## config.mk

```make
export PLATFORM = sky130hd
export DESIGN_NAME = vram_scan_reader_flat
export DESIGN_NICKNAME = d
export VERILOG_FILES = /design/src/rtl/vram_scan_pkg.sv /design/src/rtl/vram_scan_reader_if.sv /design/src/rtl/vram_scan_reader_fifo.sv /design/src/rtl/vram_scan_reader.sv /design/src/flat_wrapper.sv
export SDC_FILE = /design/constraint.sdc
export NUM_CORES = 1
export LEC_CHECK = 0
export CORE_MARGIN = 3
export CORE_UTILIZATION = 40
export CTS_CLUSTER_DIAMETER = 120
export CTS_CLUSTER_SIZE = 16
export DETAILED_ROUTE_END_ITERATION = 6
export GPL_TIMING_DRIVEN = 0
export PLACE_DENSITY = 0.59
export SETUP_SLACK_MARGIN = 0.5
export SYNTH_ARGS = -nofsm -noshare
export SYNTH_HDL_FRONTEND = slang
export SYNTH_HIERARCHICAL = 1
export SYNTH_SLANG_ARGS = --single-unit
export TNS_END_PERCENT = 30
```

## constraint.sdc

```tcl
create_clock -name clk -period 4.2 [get_ports clk]
set_clock_uncertainty 0.15 [all_clocks]
set_input_delay 0.84 -clock clk [delete_from_list [all_inputs] [get_ports clk]]
set_output_delay 0.84 -clock clk [all_outputs]
set_load 0.03 [all_outputs]
```

## src/rtl/vram_scan_pkg.sv

```systemverilog
// Shared types and widths for the VRAM scan-out reader (port B of the 16-bit x 8K GPU VRAM).
package vram_scan_pkg;

    typedef enum logic [1:0] {
        IDLE,
        FETCH,
        DRAIN
    } scan_state_t;

    localparam int PIX_PER_WORD = 4;
    localparam int PIX_W        = 4;
    localparam int VRAM_AW      = 13;
    localparam int VRAM_DW      = 16;

endpackage

```

## src/rtl/vram_scan_reader_if.sv

```systemverilog
// VRAM port-B bus plus the pixel valid/ready stream; master is the scan reader.
interface vram_scan_reader_if;
    import vram_scan_pkg::*;

    logic [VRAM_AW-1:0] adb;
    logic               ceb;
    logic               oceb;
    logic               wreb;
    logic [VRAM_DW-1:0] doutb;

    logic               pix_valid;
    logic               pix_ready;
    logic [PIX_W-1:0]   pix_data;
    logic               pix_sof;
    logic               pix_eol;

    modport master (
        output adb, ceb, oceb, wreb, pix_valid, pix_data, pix_sof, pix_eol,
        input  doutb, pix_ready
    );

    modport slave (
        input  adb, ceb, oceb, wreb, pix_valid, pix_data, pix_sof, pix_eol,
        output doutb, pix_ready
    );

endinterface

```

## src/rtl/vram_scan_reader_fifo.sv

```systemverilog
// Single-clock word FIFO for read prefetch; power-of-2 depth, flush clears it in one cycle.
module scan_word_fifo #(
    parameter  int DEPTH = 8,
    parameter  int DW    = 16,
    localparam int AW    = $clog2(DEPTH)
) (
    input  logic          clk,
    input  logic          reset,
    input  logic          flush,
    input  logic          push,
    input  logic [DW-1:0] wdata,
    input  logic          pop,
    output logic [DW-1:0] rdata,
    output logic [AW:0]   count,
    output logic          full,
    output logic          empty
);

    logic [DW-1:0] mem [DEPTH];
    logic [AW-1:0] wptr;
    logic [AW-1:0] rptr;
    logic [AW:0]   cnt;
    logic          do_push;
    logic          do_pop;

    assign do_push = push && !full;
    assign do_pop  = pop && !empty;

    always_ff @(posedge clk) begin
        if (reset || flush) begin
            wptr <= '0;
            rptr <= '0;
            cnt  <= '0;
        end else begin
            if (do_push) wptr <= wptr + AW'(1);
            if (do_pop)  rptr <= rptr + AW'(1);
            cnt <= cnt + (AW+1)'(do_push) - (AW+1)'(do_pop);
        end
    end

    always_ff @(posedge clk) begin
        if (do_push) mem[wptr] <= wdata;
    end

    assign rdata = mem[rptr];
    assign count = cnt;
    assign full  = (cnt == (AW+1)'(DEPTH));
    assign empty = (cnt == '0);

endmodule

```

## src/rtl/vram_scan_reader.sv

```systemverilog
// Streams the framebuffer out of VRAM port B and unpacks words into 4bpp pixels.
// Optional VRAM_SCAN_LINE_DOUBLE_EN: every line is fetched and emitted twice.
module vram_scan_reader
    import vram_scan_pkg::*;
#(
    parameter logic [VRAM_AW-1:0] BASE_ADDR  = 13'h0000,
    parameter int                 H_WORDS    = 40,
    parameter int                 V_LINES    = 120,
    parameter int                 FIFO_DEPTH = 8
) (
    input  logic                 clk,
    input  logic                 reset,
    input  logic                 frame_start,
    vram_scan_reader_if.master   bus,
    output logic                 underrun,
    output logic                 busy
);

    localparam int FAW = $clog2(FIFO_DEPTH);
`ifdef VRAM_SCAN_LINE_DOUBLE_EN
    localparam int LINE_PASSES = 2;
`else
    localparam int LINE_PASSES = 1;
`endif
    localparam int                 FRAME_LINES = V_LINES * LINE_PASSES;
    localparam logic [VRAM_AW-1:0] LAST_WORD   = VRAM_AW'(H_WORDS * V_LINES - 1);
    localparam logic [15:0]        LAST_PIX    = 16'(H_WORDS * PIX_PER_WORD - 1);
    localparam logic [15:0]        LAST_LINE   = 16'(FRAME_LINES - 1);

    scan_state_t        state;
    scan_state_t        state_nx;
    logic [VRAM_AW-1:0] word_idx;
    logic               fetch_at_end;
    logic               issue;
    logic               credit_ok;
    logic               rd_pending;
    logic               rd_epoch;
    logic               epoch;
    logic [1:0]         nib;
    logic [15:0]        ocol;
    logic [15:0]        oline;
    logic               hs;
    logic               last_hs;
    logic               frame_done;

    logic               fifo_push;
    logic               fifo_pop;
    logic [VRAM_DW-1:0] fifo_head;
    logic [FAW:0]       fifo_count;
    logic               fifo_full;
    logic               fifo_empty;

    scan_word_fifo #(.DEPTH(FIFO_DEPTH), .DW(VRAM_DW)) u_fifo (
        .clk   (clk),
        .reset (reset),
        .flush (frame_start),
        .push  (fifo_push),
        .wdata (bus.doutb),
        .pop   (fifo_pop),
        .rdata (fifo_head),
        .count (fifo_count),
        .full  (fifo_full),
        .empty (fifo_empty)
    );

    // Occupancy (stored words + read in flight) must stay below FIFO_DEPTH.
    assign credit_ok = !fifo_full &&
                       !((fifo_count == (FAW+1)'(FIFO_DEPTH - 1)) && rd_pending);

`ifdef VRAM_SCAN_LINE_DOUBLE_EN
    localparam logic [VRAM_AW-1:0] LAST_COL = VRAM_AW'(H_WORDS - 1);
    logic [VRAM_AW-1:0] fcol;
    logic               pass;

    always_ff @(posedge clk) begin
        if (reset || frame_start) begin
            word_idx <= '0;
            fcol     <= '0;
            pass     <= 1'b0;
        end else if (issue) begin
            if (fcol == LAST_COL) begin
                fcol <= '0;
                pass <= !pass;
                // First pass rewinds to the start of the same line.
                word_idx <= pass ? word_idx + VRAM_AW'(1) : word_idx - LAST_COL;
            end else begin
                fcol     <= fcol + VRAM_AW'(1);
                word_idx <= word_idx + VRAM_AW'(1);
            end
        end
    end

    assign fetch_at_end = (word_idx == LAST_WORD) && pass;
`else
    always_ff @(posedge clk) begin
        if (reset || frame_start) begin
            word_idx <= '0;
        end else if (issue) begin
            word_idx <= word_idx + VRAM_AW'(1);
        end
    end

    assign fetch_at_end = (word_idx == LAST_WORD);
`endif

    // Epoch tag guards against a pre-restart read landing in the new frame.
    always_ff @(posedge clk) begin
        if (reset) begin
            rd_pending <= 1'b0;
            rd_epoch   <= 1'b0;
            epoch      <= 1'b0;
        end else begin
            rd_pending <= issue;
            rd_epoch   <= epoch;
            if (frame_start) epoch <= !epoch;
        end
    end

    assign fifo_push = rd_pending && (rd_epoch == epoch);

    assign bus.ceb  = issue;
    assign bus.adb  = issue ? (BASE_ADDR + word_idx) : '0;
    assign bus.oceb = 1'b1;
    assign bus.wreb = 1'b0;

    assign bus.pix_valid = !fifo_empty;
    assign bus.pix_data  = fifo_head[{nib, 2'b00} +: PIX_W];
    assign bus.pix_sof   = bus.pix_valid && (ocol == '0) && (oline == '0);
    assign bus.pix_eol   = bus.pix_valid && (ocol == LAST_PIX);

    assign hs       = bus.pix_valid && bus.pix_ready;
    assign fifo_pop = hs && (nib == 2'd3);
    assign last_hs  = hs && (ocol == LAST_PIX) && (oline == LAST_LINE);

    always_ff @(posedge clk) begin
        if (reset || frame_start) begin
            nib   <= '0;
            ocol  <= '0;
            oline <= '0;
        end else if (hs) begin
            nib <= nib + 2'd1;
            if (ocol == LAST_PIX) begin
                ocol  <= '0;
                oline <= oline + 16'd1;
            end else begin
                ocol <= ocol + 16'd1;
            end
        end
    end

    always_ff @(posedge clk) begin
        if (reset) state <= IDLE;
        else       state <= state_nx;
    end

    always_comb begin
        state_nx   = state;
        issue      = 1'b0;
        frame_done = 1'b0;
        case (state)
            IDLE: ;
            FETCH: begin
                issue = credit_ok && !frame_start;
                if (issue && fetch_at_end) state_nx = DRAIN;
            end
            DRAIN: begin
                if (last_hs && !rd_pending) begin
                    frame_done = 1'b1;
                    state_nx   = IDLE;
                end
            end
            default: state_nx = IDLE;
        endcase
        if (frame_start) state_nx = FETCH;
    end

    always_comb begin
        busy     = frame_start || ((state != IDLE) && !frame_done);
        underrun = (state == FETCH) && bus.pix_ready && !bus.pix_valid;
    end

endmodule

```

## src/flat_wrapper.sv

```systemverilog
// flat-port wrapper written by rule: the top's interface ports become plain ports
module vram_scan_reader_flat import vram_scan_pkg::*;
#(
    parameter logic [VRAM_AW-1:0] BASE_ADDR  = 13'h0000,
    parameter int                 H_WORDS    = 40,
    parameter int                 V_LINES    = 120,
    parameter int                 FIFO_DEPTH = 8
)
  (clk, reset, frame_start, underrun, busy, bus_adb, bus_ceb, bus_oceb, bus_wreb, bus_pix_valid, bus_pix_data, bus_pix_sof, bus_pix_eol, bus_doutb, bus_pix_ready);
  vram_scan_reader_if bus_i ();
  input  logic clk;
  input  logic reset;
  input  logic frame_start;
  output logic underrun;
  output logic busy;
  output wire logic [$bits(bus_i.adb)-1:0] bus_adb;
  output wire logic [$bits(bus_i.ceb)-1:0] bus_ceb;
  output wire logic [$bits(bus_i.oceb)-1:0] bus_oceb;
  output wire logic [$bits(bus_i.wreb)-1:0] bus_wreb;
  output wire logic [$bits(bus_i.pix_valid)-1:0] bus_pix_valid;
  output wire logic [$bits(bus_i.pix_data)-1:0] bus_pix_data;
  output wire logic [$bits(bus_i.pix_sof)-1:0] bus_pix_sof;
  output wire logic [$bits(bus_i.pix_eol)-1:0] bus_pix_eol;
  input wire logic [$bits(bus_i.doutb)-1:0] bus_doutb;
  input wire logic [$bits(bus_i.pix_ready)-1:0] bus_pix_ready;
  assign bus_adb = bus_i.adb;
  assign bus_ceb = bus_i.ceb;
  assign bus_oceb = bus_i.oceb;
  assign bus_wreb = bus_i.wreb;
  assign bus_pix_valid = bus_i.pix_valid;
  assign bus_pix_data = bus_i.pix_data;
  assign bus_pix_sof = bus_i.pix_sof;
  assign bus_pix_eol = bus_i.pix_eol;
  assign bus_i.doutb = bus_doutb;
  assign bus_i.pix_ready = bus_pix_ready;
  vram_scan_reader #(.BASE_ADDR(BASE_ADDR), .H_WORDS(H_WORDS), .V_LINES(V_LINES), .FIFO_DEPTH(FIFO_DEPTH)) u_core (.clk(clk), .reset(reset), .frame_start(frame_start), .bus(bus_i), .underrun(underrun), .busy(busy));
endmodule
```

======== After elaboration in Yosys (flattened, before gate mapping) ========
Memory sizes are Yosys's and may differ from the RTL's. A register that Yosys moved wholly into a read port is not among the register bits.
Index checks and enable logic that the tools add are counted.
storage, ports and cells
  flip-flop bits (word level) ............. 62
  bits in writable memories ............... 128
  input bits .............................. 20
  logic and storage cells ................. 86
  memories ................................ 1
memories
  memory             words  bits a word  rd ports  clocked after memory_dff  write ports  RTL line                     RTL
  u_core.u_fifo.mem  8      16           1         1                         1            vram_scan_reader_fifo.sv:19  logic [DW-1:0] mem [DEPTH];
cells by class
  $add $sub $neg .......................... 8
  eq/ne operators ......................... 14
  shift operators ......................... 1
  muxes and demuxes ....................... 13
  bitwise gates (word level) .............. 1
  reduce and logical (&&, ||, !) cells .... 36
operators by type and width
  kind                     number
  $add A16 B1 Y16 const B  2
  $logic_not A16 Y1        2
  $logic_and A1 B1 Y1      18
  $eq A16 B7 Y1 const B    1
  $eq A16 B8 Y1 const B    1
  $mux W16                 1
  $shiftx A16 B5 Y4        1
  $add A13 B1 Y13 const B  1
  $eq A13 B13 Y1 const B   1
  $mux W13                 1
  $logic_not A1 Y1         7
  $add A3 B1 Y3 const B    2
  $mux W1                  6
  $mux W3                  2
  $ne A3 B2 Y1 const B     2
  $pmux W2 S3              1
  $reduce_and A3 Y1        2
  $add A4 B1 Y4            1
  $eq A2 B2 Y1 const B     2
  $eq A4 B3 Y1 const B     1
  $eq A4 B4 Y1 const B     1
  $logic_not A4 Y1         1
  $mux W2                  2
  $ne A2 B1 Y1 const B     2
  other kinds (11)         12

======== Depth between registers and ports, before layout ========
Gate-level depths: netlist (run 1).
  depth in word-level cells ............... 11
  depth in mapped cells ................... 14
  mapped depth without buffers ............ 13

======== By module ========
Netlist (run 1), hierarchy kept.
by module, submodules not included
  module            times used  cells each  area an instance (um^2)
  scan_word_fifo    1           266         5629.1
  vram_scan_reader  1           315         2708.8

======== Least setup slack after synthesis (run 1) ========
No wires, ideal clock.
  path kind ............................... reg2out
  start ................................... reg u_core.u_fifo.cnt[2], in the netlist u_core/u_fifo/count[2]
  end ..................................... out bus_adb[10]
  data arrival time ....................... 2312 ps
  data required time ...................... 3210 ps
  setup slack ............................. 898 ps
  cell stages (with the launch flop) ...... 9
  path buffers ............................ 2
  cell sequence ........................... dfxtp_1 inv_1 ha_1 or3b_2 clkbuf_1 inv_1 a2111oi_4 clkbuf_1 and2_1
on the way
  elaborated cells on any way between the ends .. 9
  classes of those cells .................. eq/ne: 2; mux: 2; reduce/logical: 5
RTL lines
  element                   RTL line                     RTL
  start: declaration        vram_scan_reader_fifo.sv:22  logic [AW:0] cnt;
  start signal: assignment  vram_scan_reader_fifo.sv:37  cnt <= cnt + (AW+1)'(do_push) - (AW+1)'(do_pop);
  $eq A4 B4 Y1              vram_scan_reader_fifo.sv:47  assign full = (cnt == (AW+1)'(DEPTH));
  via u_core.fifo_full      vram_scan_reader.sv:50       logic fifo_full;
  $logic_not A1 Y1          vram_scan_reader.sv:67       assign credit_ok = !fifo_full &&
  $logic_and A1 B1 Y1       vram_scan_reader.sv:67
  $logic_and A1 B1 Y1       vram_scan_reader.sv:163      issue = credit_ok && !frame_start;
  $mux W1                   vram_scan_reader.sv:160      case (state)
  via bus_ceb               flat_wrapper.sv:17           output wire logic [$bits(bus_i.ceb)-1:0] bus_ceb;
  $mux W13                  vram_scan_reader.sv:122      assign bus.adb = issue ? (BASE_ADDR + word_idx) : '0;
  end: declaration          flat_wrapper.sv:16           output wire logic [$bits(bus_i.adb)-1:0] bus_adb;
The timed path passes the listed nets, and every way through them passes these cells.

==> reports/qor.txt, run 1 <==
placed instance count: 903
HP Class: reg -> reg
Final Setup Violations: 0
NetSw: 0.797 mW
Vias/cell: 5.28
Buf/Inv on CP: 3
startpoint types: flip-flop
worst reg2reg path depth: 15
worst slew pin tran: 0.978 ns
Post-Synthesis Cells: 581
ANT nets after route: 0
P&R area growth vs syn: 18.7%
Total Wirelength: 17300 um
Main synth FF type: edfxtp_1
crit-path max cell delay: 0.60 ns
total grt overflow: 0
Req. time, crit path: 3.21 ns
H-tree levels: 4
RSZ-0062 raised after global routing: true
Post-synth ARST share: 0%
Synth area leaders: edfxtp_1, dfxtp_1, mux4_1
worst IR drop on VDD: 0.000288 V
Core Util, Final: 48.6%
relative slew slack: 34.5%
synthesized cell area: 0.00834 mm2
initial detailed-routing violation count: 276
Critical Path AT: 2.81 ns
via count: 4957
initial antenna violation count: 0
core area: 0.0204 mm2
first-pass GRT wire length: 27600 um
static leakage: 3.34 nW
Hold Path Stages: 2
initial core utilization: 40.9%
synth cell count leaders: edfxtp_1, dfxtp_1, nor2_1
most frequent CP cell: buf_6
DRC violations left: 0
die height: 150 um
width of the die: 150 um
clk buf depth: 2
CTS tree: built
crit-path cells: buf_6 > buf_6 > mux4_1 > mux2_2 > mux4_2 > dlygate4sd2_1
Tmin final: 3.80 ns
endpoint type of the worst setup path: output port
post-synthesis sequential area ratio: 61.7%
sw frac: 21.1%
Clock Pin Slew Worst Setup and Hold Paths: 0.07 ns
gpl congestion: 0.845
Net Count, Synth: 615
CP max-delay cell: mux4_1
Yosys warning count: 6
I/O Pins: 45
CTS root buf: clkbuf_16
Setup CP Type: reg -> out
vias in the first global route: 5009
drt wl/cell: 18.4 um
outcome: complete, no violations
Final Cycle Share: 90.5%
FF+latch count, synth: 193
Max Slew Vio Count: 0
GRT Util Overall: 16.1%
Synth top area share: 46.1%
Inserted Clock Buffers: 17
critical path depth: 6
Peak Freq: 263 MHz
DP HPWL: 11800 um
Final TNS setup: 0 ns
I/O Buffers: 42
delay-heaviest family, CP: multiplexers
Fin. Hold Viols: 0
Final #Nets: 691
synthesized area per cell: 14.4 um2
n_diodes: 0
Max-Cap Viols: 0
Finished Layout Cells: 939
number of flops mapped to enable cells by yosys: 128
Skew-Pair Late Insertion Delay: 0.42 ns
hold_ws: 0.336 ns
combinational share of power: 2.7%
area leader, netlist: edfxtp_1
most frequent cell after synthesis: edfxtp_1
CTS sink cnt: 193
internal power: 2.97 mW
share of cells above drive strength 1: 17.9%
row count: 52
R2R Path Start: u_core/u_fifo/count[2]
worst-path fanout max: 10
Die ar.: 0.0226 mm2
synth unique cells: 50
Clk network pwr share: 43.3%
Initial DRT Pass Iterations: 4
power per cell area: 381 mW/mm2
sequential power share: 53.9%
largest net degree at the start of global routing: 19
Worst Hold Launch: u_core/ocol[0]
==> cell families (layout without fill, tap and decap cells) <==
kind of cell             after synthesis  count (layout)  synth area share (%)
adder cells (fa/ha/maj)               14              14                  2.19
AND/OR/NAND/NOR                      201             201                  12.9
buffers and inverters                 43             131                  2.54
XOR/XNOR                              40              40                  4.20
multiplexers                          62              62                  14.3
AO/OA/AOI/OAI                         26              26                  2.04
other                                  2               2                0.0901
flip-flops                           193             193                  61.7
==> worst paths after layout <==
path	to	slack, ns
worst max-delay path	bus_pix_data[0]	0.40
worst max register to register	u_core/u_fifo/count[2]	0.56
worst min register to register	u_core/ocol[0]	0.34
worst min-delay path	u_core/ocol[0]	0.34
==> area by class of cell <==
| type | count | area, um2 |
|---|---|---|
| Fill cell | 1758 | 10500 |
| Sequential cell | 193 | 5150 |
| Multi-Input combinational cell | 345 | 3040 |
| Timing Repair Buffer | 57 | 546 |
| Clock buffer | 18 | 429 |
| Tap cell | 270 | 338 |
| Clock inverter | 13 | 170 |
| Buffer | 26 | 163 |
| Inverter | 17 | 67.6 |
==> worst register-to-register path, stage by stage (launching register included) <==
cell	delay (ns)
dfxtp_1	0.34
inv_1	0.08
ha_1	0.19
or3b_2	0.25
clkinvlp_4	0.18
nor2b_4	0.19
buf_4	0.13
clkbuf_1	0.38
and2_1	0.27
nand2_1	0.23
xor2_1	0.25
ha_1	0.20
inv_1	0.06
fa_1	0.38
xor2_1	0.17
nor3_1	0.12
==> routing by layer <==
layer  GRT usage (%)  vias up  wire length [um]
li1                -     2340                 -
met4            3.20        0                89
met3            3.61        7               585
met5               0        -                 0
met1            21.4     2531              7740
met2            27.2       79              8840
==> sequential cells by signal (all words and copies together) (netlist names), named ones only <==
| name | flops |
|---|---|
| u_core/u_fifo/rptr | 3 |
| u_core/u_fifo/wptr | 3 |
| u_core/ocol | 16 |
| u_core/word_idx | 13 |
| u_core/rd_pending | 1 |
| u_core/u_fifo/count | 4 |
| u_core/nib | 2 |
| u_core/state | 2 |
| u_core/u_fifo/mem | 128 |
| u_core/epoch | 1 |
| u_core/rd_epoch | 1 |
| u_core/oline | 16 |
==> stage by stage <==
step	setup slack, ns	total power, mW	area, um2
floorplan	0.898	2.12	8340
global placement	-0.875	2.17	9100
detailed placement	-0.245	2.18	9250
CTS	0.316	3.81	9860
global route	0.299	3.91	9900
finish	0.400	3.77	9900
==> power groups by stage <==
| stage | clock network [mW] | registers (mW) | logic [mW] |
|---|---|---|---|
| floorplan | 0 | 2.07 | 0.0468 |
| global placement | 0 | 2.07 | 0.0971 |
| detailed placement | 0 | 2.07 | 0.103 |
| CTS | 1.68 | 2.03 | 0.103 |
| global route | 1.76 | 2.03 | 0.113 |
| finish | 1.63 | 2.03 | 0.103 |
==> repair_timing <==
| action | 4_1_cts | 5_1_grt |
|---|---|---|
| gates cloned | 0 | 0 |
| hold buffers | 0 | 0 |
| hold endpoints to repair | 0 | 0 |
| setup buffers | 1 | 4 |
| pin swaps | 1 | 0 |
| endpoints found under the setup margin | 19 | 23 |
| resized for setup | 40 | 25 |
==> cells in the final DEF, fill, tap and decap left out, types with 12 or more instances in the layout <==
master and n:
mux2_2 16, inv_1 16, ha_1 12, a21oi_1 12, nand3_1 15, nand2_1 27
dfxtp_1 63, xnor2_1 19, xor2_1 21, and2_1 18, clkbuf_16 17, nand4_1 19
edfxtp_1 128, clkdlybuf4s50_1 22, nor2_1 50, mux4_1 28
(Power assumes the default switching activity.)
==> run 2, diff against run 1 <==
DONT_BUFFER_PORTS = 1   (was not set)
PLACE_DENSITY = 0.56   (was 0.59)
==> reports/qor.txt, run 2 (synthesis gave the netlist of run 1 again) <==
HP Class: in -> reg (was reg -> reg)
Final Setup Violations: 0 (unchanged)
core area: 0.0204 mm2 (unchanged)
RSZ-0062 raised after global routing: true (unchanged)
clk buf depth: 2 (unchanged)
die height: 150 um (unchanged)
gpl congestion: 0.804 (was 0.845)
initial detailed-routing violation count: 269 (was 276)
outcome: complete, no violations (unchanged)
I/O Buffers: 0 (was 42)
GRT Util Overall: 15.3% (was 16.1%)
hold_buf cts: 0 (unchanged)
total design power: 3.69 mW (was 3.77 mW)
I/O Pins: 45 (unchanged)
P&R area growth vs syn: 14.2% (was 18.7%)
Critical Path AT: 2.70 ns (was 2.81 ns)
Initial DRT Pass Iterations: 4 (unchanged)
R2R Setup Slk: 0.70 ns (was 0.56 ns)
dpl ws: 0.520 ns (was -0.245 ns)
worst slew pin tran: 0.986 ns (was 0.978 ns)
Total Wirelength: 16500 um (was 17300 um)
Final Cycle Share: 87.9% (was 90.5%)
Top Registers: u_core/u_fifo/mem (128), u_core/ocol (16), u_core/oline (16) (unchanged)
drt wl/cell: 18.4 um (about the same)
DP HPWL: 11500 um (was 11800 um)
Hold Path Stages: 1 (was 2)
final setup margin: 0.509 ns (was 0.400 ns)
width of the die: 150 um (unchanged)
relative slew slack: 33.7% (was 34.5%)
first-pass GRT wire length: 26500 um (was 27600 um)
Inserted Clock Buffers: 17 (unchanged)
vias in the first global route: 4885 (was 5009)
R2R Path Start: u_core/u_fifo/count[2] (unchanged)
Clock Pin Slew Worst Setup and Hold Paths: 0.07 ns (about the same)
Skew-Pair Late Insertion Delay: 0.43 ns (was 0.42 ns)
row count: 52 (unchanged)
design area: 0.00952 mm2 (was 0.00990 mm2)
worst-path fanout max: 10 (unchanged)
Peak Freq: 271 MHz (was 263 MHz)
Req. time, crit path: 3.21 ns (about the same)
Setup CP Type: reg -> out (unchanged)
Worst Hold Path EP: u_core/rd_pending (was u_core/ocol[0])
most frequent cells in the layout: edfxtp_1, dfxtp_1, nor2_1 (unchanged)
Tmin final: 3.69 ns (was 3.80 ns)
Fin. Hold Viols: 0 (unchanged)
Final #Nets: 649 (was 691)
H-tree levels: 4 (unchanged)
largest reg by FF count: u_core/u_fifo/mem (unchanged)
leading cell type in the layout, fill and taps excluded: edfxtp_1 (unchanged)
Max-Cap Viols: 0 (unchanged)
startpoint types: flip-flop (unchanged)
max reg flops: 128 (unchanged)
placed instance count: 861 (was 903)
Vias/cell: 5.31 (was 5.28)
area post-placement: 0.00886 mm2 (was 0.00925 mm2)
endpoint type of the worst setup path: output port (unchanged)
CTS sink cnt: 193 (unchanged)
via count: 4767 (was 4957)
initial core utilization: 40.9% (unchanged)
Finished Layout Cells: 898 (was 939)
worst IR drop on VDD: 0.000266 V (was 0.000288 V)
ANT nets after route: 0 (unchanged)
Die ar.: 0.0226 mm2 (unchanged)
CTS tree: built (unchanged)
CTS root buf: clkbuf_16 (unchanged)
power per cell area: 388 mW/mm2 (was 381 mW/mm2)
n_diodes: 0 (unchanged)
largest net degree at the start of global routing: 20 (was 19)
initial antenna violation count: 0 (unchanged)
Crit Reg-Reg Endpoint: u_core/u_fifo/count[2] (unchanged)
Worst Hold Launch: reset (was u_core/ocol[0])
Max Slew Vio Count: 0 (unchanged)
share of cells above drive strength 1: 17.2% (was 17.9%)
total grt overflow: 0 (unchanged)
static leakage: 3.13 nW (was 3.34 nW)
DRC violations left: 0 (unchanged)
worst reg2reg path depth: 14 (was 15)
[run 2: changes by cell type in the layout (fill, tap and decap cells not counted), sizes merged]
cell           delta
clkdlybuf4s50    -22
bufinv            -1
dlymetal6s2s      -1
dlygate4sd2       -8
clkinv            -1
clkbuf            -5
inv               +3
clkdlybuf4s15     -5
buf               -1
[run 2: worst max path at each step]
| stage | endpoint | cells after the start | start |
|---|---|---|---|
| 6_report | busy | 6 | u_core/ocol[1] |
| 5_1_grt | busy | 8 | u_core/u_fifo/count[2] |
| 4_1_cts | bus_pix_data[0] | 4 | flip-flop |
| 3_5_place_dp | bus_adb[9] | 8 | u_core/u_fifo/count[2] |
| 3_3_place_gp | u_core/u_fifo/mem[0][6] | 6 | u_core/u_fifo/count[2] |
| 2_1_floorplan | bus_adb[10] | 8 | u_core/u_fifo/count[2] |
[run 2: worst max-delay path, cell delays in order, from the launching register on]
cell and delay [ns]:
dfxtp_1 0.42, ha_2 0.26, nor4bb_1 0.27, nand4_1 0.15
buf_2 0.22, or4_4 0.55, a211o_4 0.41
[run 2: report_power, final]
group	leakage (nW)	switching (mW)	total [mW]	internal (mW)
sequential	1.68	0.00433	2.03	2.03
combinational	1.17	0.0401	0.0649	0.0248
clock	0.288	0.742	1.59	0.852
total	3.13	0.787	3.69	2.91
[run 2: routing by layer]
layer	part of all wire [%]	up-vias	GRT usage, %
li1	-	2265	-
met1	45	2408	19.7
met2	50	83	25.8
met3	4.4	11	3.76
met4	0.93	0	4.48
met5	0	-	0
[run 2: what timing repair did]
item / CTS / global route
endpoints found under the setup margin: 19 / 7
resized for setup: 5 / 8
pin swaps: 1 / 0
buffers inserted: 2 / 3
[run 2: area by class of cell]
cell class,count,area [um2]
Tap cell,270,338
Sequential cell,193,5140
Inverter,17,67.6
Multi-Input combinational cell,345,3040
Timing Repair Buffer,15,186
Clock buffer,18,429
Buffer,26,155
Clock inverter,14,163
Fill cell,1773,10800
[run 2: through the flow]
stage / TNS (ns) / util, % / hold WS, ns
2_1_floorplan: 0 / - / 0.308
3_5_place_dp: 0 / 43.5 / 0.333
3_3_place_gp: -9.96 / 42.6 / 0.322
6_report: 0 / 46.8 / 0.327
4_1_cts: 0 / 46.5 / 0.299
5_1_grt: 0 / 46.8 / 0.299
==> run 3, diff against run 2 <==
REMOVE_ABC_BUFFERS = 1   (was not set)
clock period = 3.6 ns   (was 4.2 ns; I/O delays follow)
==> reports/qor.txt, run 3 (synthesis gave the netlist of run 1 again) <==
Final Setup Violations: 0 (unchanged)
clk buf depth: 2 (unchanged)
hold_buf cts: 0 (unchanged)
Req. time, crit path: 2.73 ns (was 3.21 ns)
DRC violations left: 0 (unchanged)
initial antenna violation count: 0 (unchanged)
Vias/cell: 5.29 (was 5.31)
via count: 4699 (was 4767)
initial detailed-routing violation count: 268 (was 269)
Skew-Pair Late Insertion Delay: 0.43 ns (about the same)
I/O Buffers: 0 (unchanged)
startpoint types: flip-flop (unchanged)
static leakage: 3.12 nW (was 3.13 nW)
worst IR drop on VDD: 0.000415 V (was 0.000266 V)
P&R area growth vs syn: 14.9% (was 14.2%)
Die ar.: 0.0226 mm2 (unchanged)
multi-input logic area: 0.00306 mm2 (was 0.00304 mm2)
total grt overflow: 0 (unchanged)
Critical Path AT: 2.48 ns (was 2.70 ns)
relative slew slack: 37.4% (was 33.7%)
leading cell type in the layout, fill and taps excluded: edfxtp_1 (unchanged)
R2R Path Start: u_core/u_fifo/count[2] (unchanged)
Tmin final: 3.35 ns
first-pass GRT wire length: 25800 um (was 26500 um)
RSZ-0062 raised after global routing: true (unchanged)
sw frac: 21.4% (was 21.3%)
Inserted Clock Buffers: 17 (unchanged)
row count: 52 (unchanged)
Clock Pin Slew Worst Setup and Hold Paths: 0.08 ns (was 0.07 ns)
internal power: 3.38 mW (was 2.91 mW)
worst-path fanout max: 10 (unchanged)
CTS root buf: clkbuf_16 (unchanged)
CTS sink cnt: 193 (unchanged)
largest reg by FF count: u_core/u_fifo/mem (unchanged)
core area: 0.0204 mm2 (unchanged)
FF/Latch Area: 0.00516 mm2 (was 0.00514 mm2)
Core Util, Final: 47.1% (was 46.8%)
Top Registers: u_core/u_fifo/mem (128), u_core/ocol (16), u_core/oline (16) (unchanged)
largest net degree at the start of global routing: 36 (was 20)
Worst Hold Launch: reset (unchanged)
H-tree levels: 4 (unchanged)
Peak Freq: 298 MHz
drt wl/cell: 18.5 um (was 18.4 um)
R2R Setup Slk: 0.48 ns (was 0.70 ns)
Fillers: 1751 (was 1773)
Max Slew Vio Count: 0 (unchanged)
Crit Reg-Reg Endpoint: u_core/u_fifo/count[2] (unchanged)
outcome: complete, no violations (unchanged)
gpl congestion: 0.772 (was 0.804)
ANT nets after route: 0 (unchanged)
hold_ws: 0.196 ns (was 0.327 ns)
Clk network pwr share: 43.1% (was 43.2%)
Max-Cap Viols: 0 (unchanged)
NetSw: 0.921 mW (was 0.787 mW)
most frequent cells in the layout: edfxtp_1, dfxtp_1, nor2_1 (unchanged)
Final Cycle Share: 93.1%
worst reg2reg path depth: 15 (was 14)
max reg flops: 128 (unchanged)
Worst Hold Path EP: u_core/epoch (was u_core/rd_pending)
n_diodes: 0 (unchanged)
sequential power share: 55.1% (was 55.0%)
combinational share of power: 1.8% (about the same)
GRT Util Overall: 15.0% (was 15.3%)
Final #Nets: 639 (was 649)
HP Class: in -> reg (unchanged)
endpoint type of the worst setup path: output port (unchanged)
total design power: 4.30 mW (was 3.69 mW)
Total Wirelength: 16400 um (was 16500 um)
Setup CP Type: reg -> out (unchanged)
worst slew pin tran: 0.933 ns (was 0.986 ns)
initial core utilization: 40.9% (unchanged)
die height: 150 um (unchanged)
vias in the first global route: 4698 (was 4885)
share of cells above drive strength 1: 21.4% (was 17.2%)
CTS tree: built (unchanged)
DP HPWL: 10700 um (was 11500 um)
I/O Pins: 45 (unchanged)
Initial DRT Pass Iterations: 4 (unchanged)
Fin. Hold Viols: 0 (unchanged)
power per cell area: 449 mW/mm2 (was 388 mW/mm2)
width of the die: 150 um (unchanged)
Hold Path Stages: 1 (unchanged)
## run 3: cell count changes in the layout (fill, tap and decap cells not counted), sizes merged
cell and delta:
buf +1, clkbuf -12, clkinv +3, clkinvlp +1
inv -3
## run 3: power groups by stage
stage	clock, mW	sequential [mW]	combinational, mW
after global placement	0	2.42	0.0606
after detailed placement	0	2.42	0.0662
after global routing	1.99	2.37	0.0848
after floorplan	0	2.42	0.0487
after CTS	1.89	2.37	0.0732
final	1.85	2.37	0.0778
## run 3: worst max path at each step
stage | from | to | slack (ns) | depth (start not counted)
2_1_floorplan | flip-flop | bus_pix_data[0] | 0.09 | 3
3_3_place_gp | u_core/u_fifo/count[2] | u_core/u_fifo/mem[0][2] | -1.05 | 5
6_report | flip-flop | bus_pix_data[1] | 0.25 | 4
3_5_place_dp | u_core/u_fifo/count[2] | busy | -0.40 | 8
5_1_grt | u_core/ocol[1] | busy | 0.17 | 5
4_1_cts | flip-flop | bus_pix_data[1] | 0.23 | 4
## run 3: metal layers
metal  part of all wire [%]  global-route usage (%)
met5                      0                       0
met4                   0.96                    4.39
met3                    3.4                    3.70
met2                     52                    26.0
met1                     44                    18.5
## run 3: layout make-up
class	instances	share of cell area, %
flip-flops and latches	193	53.8
multi-input cells	345	32.0
clock buffers	17	4.44
repair buffers	31	3.79
well taps	270	3.53
clock inverters	15	1.72
inverters	17	0.731
## run 3: stage by stage
step / setup TNS, ns / std cells / setup WS (ns) / instance area (um2)
CTS: 0 / 879 / 0.232 / 9460
global route: 0 / 888 / 0.170 / 9580
global placement: -35.60 / 825 / -1.05 / 8530
finish: 0 / 888 / 0.249 / 9580
detailed placement: -0.416 / 837 / -0.400 / 8720
floorplan: 0 / 555 / 0.0936 / 8190
## run 3: critical path, stage by stage (launching register included)
cell and delay [ns]:
dfxtp_4 0.43, clkbuf_16 0.20, mux4_1 0.54, mux2_2 0.28, mux4_2 0.59
## run 3: timing repair
| item | CTS | global route |
|---|---|---|
| buffers inserted | 10 | 6 |
| gates cloned | 0 | 3 |
| setup endpoints to repair | 27 | 27 |
| pin swaps | 3 | 4 |
| gates resized for setup | 23 | 16 |
